`src/rtl/keypad_event_fifo_if.sv`:
```
// Key-event interface between the keypad qualifier/FIFO and its consumer.
// The signal names follow the scanner-side pin names.
interface keypad_event_fifo_if;
  logic [3:0] keyCode;
  logic       popKey;
  logic       clearOverflow;
  logic [3:0] keyOut_reg;
  logic       keyValid_reg;
  logic       fifoFull_reg;
  logic       overflow_reg;
  logic [3:0] heldKey_reg;

  modport master (
    output keyCode, popKey, clearOverflow,
    input  keyOut_reg, keyValid_reg, fifoFull_reg, overflow_reg, heldKey_reg
  );

  modport slave (
    input  keyCode, popKey, clearOverflow,
    output keyOut_reg, keyValid_reg, fifoFull_reg, overflow_reg, heldKey_reg
  );
endinterface

```
`src/rtl/keypad_event_fifo.sv`:
```
// Keypad code qualifier: debounces the scanner code and pushes each new
// qualified press once into a small circular FIFO read by the consumer.
module keypad_event_fifo #(
  parameter int STABLE_CYCLES = 4,
  parameter int DEPTH_LOG2    = 3
) (
  input logic                scanClock,
  input logic                nReset,
  keypad_event_fifo_if.slave bus
);
  localparam int AW = DEPTH_LOG2;
  localparam int PW = DEPTH_LOG2 + 1;
  localparam int DEPTH = 1 << DEPTH_LOG2;

  typedef enum logic [1:0] {IDLE, QUAL, HELD} state_t;

  state_t     state, state_nxt;
  logic [3:0] candidate, cand_nxt;
  logic [3:0] held, held_nxt;
  logic [7:0] count, count_nxt;
  logic       chk_acc;
  logic       push;

  // Qualifier next-state; the push must land on the same edge as acceptance,
  // so acceptance is resolved here rather than one cycle later.
  always_comb begin
    state_nxt = state;
    cand_nxt  = candidate;
    count_nxt = count;
    held_nxt  = held;
    chk_acc   = 1'b0;
    push      = 1'b0;
    case (state)
      IDLE: begin
        if (bus.keyCode != 4'd0) begin
          cand_nxt  = bus.keyCode;
          count_nxt = 8'd1;
          state_nxt = QUAL;
          chk_acc   = 1'b1;
        end
      end
      QUAL: begin
        if (bus.keyCode == candidate) begin
          count_nxt = count + 8'd1;
        end else begin
          cand_nxt  = bus.keyCode;
          count_nxt = 8'd1;
        end
        chk_acc = 1'b1;
      end
      HELD: begin
        if (bus.keyCode != held) begin
          cand_nxt  = bus.keyCode;
          count_nxt = 8'd1;
          state_nxt = QUAL;
          chk_acc   = 1'b1;
        end
      end
      default: state_nxt = IDLE;
    endcase

    if (chk_acc && (count_nxt >= 8'(STABLE_CYCLES))) begin
      if (cand_nxt == 4'd0) begin
        held_nxt  = 4'd0;
        state_nxt = IDLE;
      end else if (cand_nxt == held) begin
        state_nxt = HELD;
      end else begin
        held_nxt  = cand_nxt;
        state_nxt = HELD;
        push      = 1'b1;
      end
    end
  end

  always_ff @(posedge scanClock or negedge nReset) begin
    if (!nReset) begin
      state     <= IDLE;
      candidate <= 4'd0;
      count     <= 8'd0;
      held      <= 4'd0;
    end else begin
      state     <= state_nxt;
      candidate <= cand_nxt;
      count     <= count_nxt;
      held      <= held_nxt;
    end
  end

  logic [PW-1:0] wr_ptr, rd_ptr, wr_nxt, rd_nxt;
  logic [3:0]    mem [DEPTH];
  logic          empty, full, do_pop, do_push, drop;
  logic [3:0]    head_nxt;
  logic [3:0]    head;
  logic          valid_q, full_q, ovf_q;

  assign empty   = (wr_ptr == rd_ptr);
  assign full    = (wr_ptr[PW-1] != rd_ptr[PW-1]) && (wr_ptr[AW-1:0] == rd_ptr[AW-1:0]);
  assign do_pop  = bus.popKey && !empty;
  assign do_push = push && (!full || do_pop);
  assign drop    = push && full && !do_pop;
  assign rd_nxt  = rd_ptr + PW'(do_pop);
  assign wr_nxt  = wr_ptr + PW'(do_push);

  // The new head may be the entry being written this very edge.
  assign head_nxt = (do_push && (wr_ptr[AW-1:0] == rd_nxt[AW-1:0])) ?
                    cand_nxt : mem[rd_nxt[AW-1:0]];

  always_ff @(posedge scanClock) begin
    if (do_push) mem[wr_ptr[AW-1:0]] <= cand_nxt;
  end

  always_ff @(posedge scanClock or negedge nReset) begin
    if (!nReset) begin
      wr_ptr  <= '0;
      rd_ptr  <= '0;
      head    <= 4'd0;
      valid_q <= 1'b0;
      full_q  <= 1'b0;
      ovf_q   <= 1'b0;
    end else begin
      wr_ptr  <= wr_nxt;
      rd_ptr  <= rd_nxt;
      head    <= head_nxt;
      valid_q <= (wr_nxt != rd_nxt);
      full_q  <= (wr_nxt[PW-1] != rd_nxt[PW-1]) && (wr_nxt[AW-1:0] == rd_nxt[AW-1:0]);
      if (drop)                   ovf_q <= 1'b1;
      else if (bus.clearOverflow) ovf_q <= 1'b0;
    end
  end

  assign bus.keyOut_reg   = head;
  assign bus.keyValid_reg = valid_q;
  assign bus.fifoFull_reg = full_q;
  assign bus.overflow_reg = ovf_q;
  assign bus.heldKey_reg  = held;
endmodule

```
`src/flat_wrapper.sv`:
```
// flat-port wrapper written by rule: the top's interface ports become plain ports
module keypad_event_fifo_flat 
#(
  parameter int STABLE_CYCLES = 4,
  parameter int DEPTH_LOG2    = 3
)
  (scanClock, nReset, bus_keyCode, bus_popKey, bus_clearOverflow, bus_keyOut_reg, bus_keyValid_reg, bus_fifoFull_reg, bus_overflow_reg, bus_heldKey_reg);
  keypad_event_fifo_if bus_i ();
  input logic scanClock;
  input logic nReset;
  input wire logic [$bits(bus_i.keyCode)-1:0] bus_keyCode;
  input wire logic [$bits(bus_i.popKey)-1:0] bus_popKey;
  input wire logic [$bits(bus_i.clearOverflow)-1:0] bus_clearOverflow;
  output wire logic [$bits(bus_i.keyOut_reg)-1:0] bus_keyOut_reg;
  output wire logic [$bits(bus_i.keyValid_reg)-1:0] bus_keyValid_reg;
  output wire logic [$bits(bus_i.fifoFull_reg)-1:0] bus_fifoFull_reg;
  output wire logic [$bits(bus_i.overflow_reg)-1:0] bus_overflow_reg;
  output wire logic [$bits(bus_i.heldKey_reg)-1:0] bus_heldKey_reg;
  assign bus_i.keyCode = bus_keyCode;
  assign bus_i.popKey = bus_popKey;
  assign bus_i.clearOverflow = bus_clearOverflow;
  assign bus_keyOut_reg = bus_i.keyOut_reg;
  assign bus_keyValid_reg = bus_i.keyValid_reg;
  assign bus_fifoFull_reg = bus_i.fifoFull_reg;
  assign bus_overflow_reg = bus_i.overflow_reg;
  assign bus_heldKey_reg = bus_i.heldKey_reg;
  keypad_event_fifo #(.STABLE_CYCLES(STABLE_CYCLES), .DEPTH_LOG2(DEPTH_LOG2)) u_core (.scanClock(scanClock), .nReset(nReset), .bus(bus_i));
endmodule
```
`config.mk`:
```
export PLATFORM = sky130hd
export DESIGN_NAME = keypad_event_fifo_flat
export DESIGN_NICKNAME = d
export VERILOG_FILES = /design/src/rtl/keypad_event_fifo_if.sv /design/src/rtl/keypad_event_fifo.sv /design/src/flat_wrapper.sv
export SDC_FILE = /design/constraint.sdc
export NUM_CORES = 1
export LEC_CHECK = 0
export ABC_AREA = 1
export BUFFER_PORTS_ARGS = -buffer_cell sky130_fd_sc_hd__buf_2
export CAP_MARGIN = 20
export CELL_PAD_IN_SITES_DETAIL_PLACEMENT = 1
export CELL_PAD_IN_SITES_GLOBAL_PLACEMENT = 2
export CORE_MARGIN = 2
export CORE_UTILIZATION = 41
export DETAILED_ROUTE_END_ITERATION = 16
export MAX_ROUTING_LAYER = met4
export PLACE_DENSITY_LB_ADDON = 0.1
export SETUP_SLACK_MARGIN = 0.5
export SYNTH_ARGS = -nofsm -noshare
export SYNTH_HDL_FRONTEND = slang
export SYNTH_SLANG_ARGS = --single-unit
```
`constraint.sdc`:
```
create_clock -name scanClock -period 5.2 [get_ports scanClock]
set_input_delay 1.04 -clock scanClock [delete_from_list [all_inputs] [get_ports scanClock]]
set_output_delay 1.04 -clock scanClock [all_outputs]
set_load 0.03 [all_outputs]
```
==> qor.txt <==
Post-synthesis area per instance: 9.10 µm²
Maximum clock frequency: 0.266 GHz
Die area: 9160 µm²
Die width: 95.7 µm
Largest net degree at the start of global routing: 34
WS Path Type: input port to flip-flop
Setup bufs post-CTS: 0
Routed WL: 8420 µm
Unrepaired setup endpoints after global routing: false
Reg-to-reg startpoint: u_core.wr_ptr[0]
Initial antenna violation count: 0
Max FFs per register: 32
I/O Buffers: 18
Worst min path class: flip-flop to flip-flop
Number of flops mapped to enable cells by yosys: 32
Max-slew headroom: 45.4%
Yosys cell types: 37
Final worst path period need: 3.75 ns
Commonest non-fill, non-tap cells in the layout: 92 x nand2_1, 40 x nor2_1, 36 x inv_1
Slew Viols, Final: 0
Cell row count: 33
Synth top area share: 27.9%
GR Overflow Total: 0
Sequential share of the synthesized area: 51.8%
Critical hold path startpoint: u_core.bus.overflow_reg
Vias: 2620
Resize count post-CTS: 0
Period utilization: 72.2%
Post-synth top area cell: edfxtp_1
Share of layout cells above drive strength 1: 20.0%
Maximum level of the CTS H-tree: 3
Syn nets: 392
Worst Path Arrival: 4.03 ns
Critical path capture point type: flip-flop
VDD IR max: 0.171 mV
Crit path launch type: input port
Setup TNS: 0 ns
Post-DP HPWL: 6130 µm
CTS root buffer: clkbuf_8
DRC viols: 0
Cell Area, Synth: 3450 µm²
CP Max Fanout: 12
Worst-path clk slew: 0.08 ns
CTS tree: done
Status: complete, no violations
Core area: 8180 µm²
I/O pins: 19
Die Y: 95.7 µm
Critical Path Start: bus_keyCode[0]
Max clock buf depth: 2
Antenna diodes: 0
Worst Path Required: 5.47 ns
Hold Vio Cnt, Final: 0
Tot GR Track Use: 20.8%
Per-cell routed wire length: 16.5 µm
Nets@finish: 413
Measured slew at the worst slew-check pin: 0.819 ns
Num CTS Buffers: 9
Most used DFF post-synth: dfrtp_1
Via density: 5.14
Largest cells by area after synthesis: edfxtp_1 28%, dfrtp_1 24%, nand2_1 10%
Yosys warns: 0
Max-cap viol count: 0
CTS sink count: 65
Final setup viols: 0
Placed inst area: 3640 µm²
DR iter-0 viols: 84
RD Place Congestion: 0.756
Global-route wire length before repair: 13600 µm
Fin area: 3860 µm²
Area growth syn-to-layout: 11.8%
Gate Count Post-Synth: 379
FFs w/ async S/R, synth: 50.8%
Initial Util: 42.2%
Clk_skew: 0.0110 ns
Routed Antenna Nets: 0
Clk_lat worst skew: 0.33 ns
Number of global-route vias before repair: 2606
PwrDens: 482 nW/µm²
Commonest non-fill, non-tap cell in the layout: nand2_1
Static leakage: 1.71 nW
Post-Place Setup Slack: 1.05 ns
Router iterations before antenna repair: 4
Synth Register Bits: 65
Total power: 1.86 mW
Fin worst setup slack: 1.45 ns
CTS Hold Bufs: 0
power by group:
part / internal [mW] / total [mW] / leakage, nW / switching (mW)
clock: 0.270 / 0.476 / 0.107 / 0.206
combinational: 0.228 / 0.715 / 0.907 / 0.487
sequential: 0.605 / 0.667 / 0.696 / 0.0629
total: 1.10 / 1.86 / 1.71 / 0.756
synthesized netlist by cell type (5+ instances only):
| master | number |
|---|---|
| nand2_1 | 92 |
| a21oi_1 | 8 |
| nand2_2 | 15 |
| dfrtp_1 | 33 |
| o22ai_1 | 5 |
| nor2_1 | 40 |
| ha_1 | 5 |
| nand3_1 | 22 |
| edfxtp_1 | 32 |
| nand2_4 | 5 |
| clkbuf_1 | 7 |
| inv_2 | 6 |
| inv_1 | 36 |
| o21ai_0 | 15 |
| xor2_1 | 9 |
| nand4_1 | 8 |
cell type report:
type,count,area [µm²]
Fill cell,957,4320
Sequential cell,65,1790
Multi-Input combinational cell,262,1470
Inverter,44,165
Tap cell,105,131
Clock buffer,9,124
Clock inverter,7,93.8
Timing Repair Buffer,18,90.1
worst max-delay path: stages:
cell	delay, ns
buf_2	0.12
nor2_1	0.13
nand3_1	0.17
o21ai_4	0.34
nand3_1	0.16
nand2_2	0.24
inv_1	0.12
nand3_2	0.13
nand3_2	0.15
nor2_8	0.18
nand2_4	0.10
inv_1	0.07
ha_1	0.17
ha_1	0.26
xor2_1	0.15
nor3b_1	0.26
nand3_1	0.11
nor2_1	0.11
per-layer routing:
metal / track usage (%) / wire length [µm] / vias to the layer above
li1: - / - / 1293
met1: 27.2 / 4020 / 1285
met2: 32.8 / 4080 / 29
met3: 3.29 / 171 / 13
met4: 7.74 / 145 / 0
met5: - / 0 / -
final timing paths:
path | endpoint | slack (ns) | cells after the start
min | u_core.bus.overflow_reg | 0.54 | 2
min reg2reg | u_core.bus.overflow_reg | 0.54 | 2
max reg2reg | u_core.bus.keyOut_reg[3] | 1.65 | 11
max | u_core.bus.fifoFull_reg | 1.45 | 18
min in group asynchronous | u_core.wr_ptr[2] | 0.80 | 1
max in group asynchronous | u_core.bus.heldKey_reg[0] | 3.88 | 1
kinds of logic (layout without fill, tap and decap cells):
group / count (synthesis) / count (layout) / share of synthesized area, %
xor gates and xnor gates: 13 / 13 / 3.30
buffers and inverters: 52 / 78 / 5.69
DFF: 65 / 65 / 51.8
AOI/OAI and AO/OA: 40 / 40 / 7.47
adders and majority gates: 5 / 5 / 1.81
and+or+nand+nor: 204 / 204 / 29.9
through the flow:
stage | instances | hold slack, ns | util, %
floorplan | 379 | 0.492 | -
global placement | 494 | 0.515 | 44.5
detailed placement | 494 | 0.527 | 44.5
CTS | 510 | 0.544 | 47.2
global route | 510 | 0.583 | 47.2
finish | 510 | 0.536 | 47.2
Note: power is estimated with default switching activity, not from simulation.
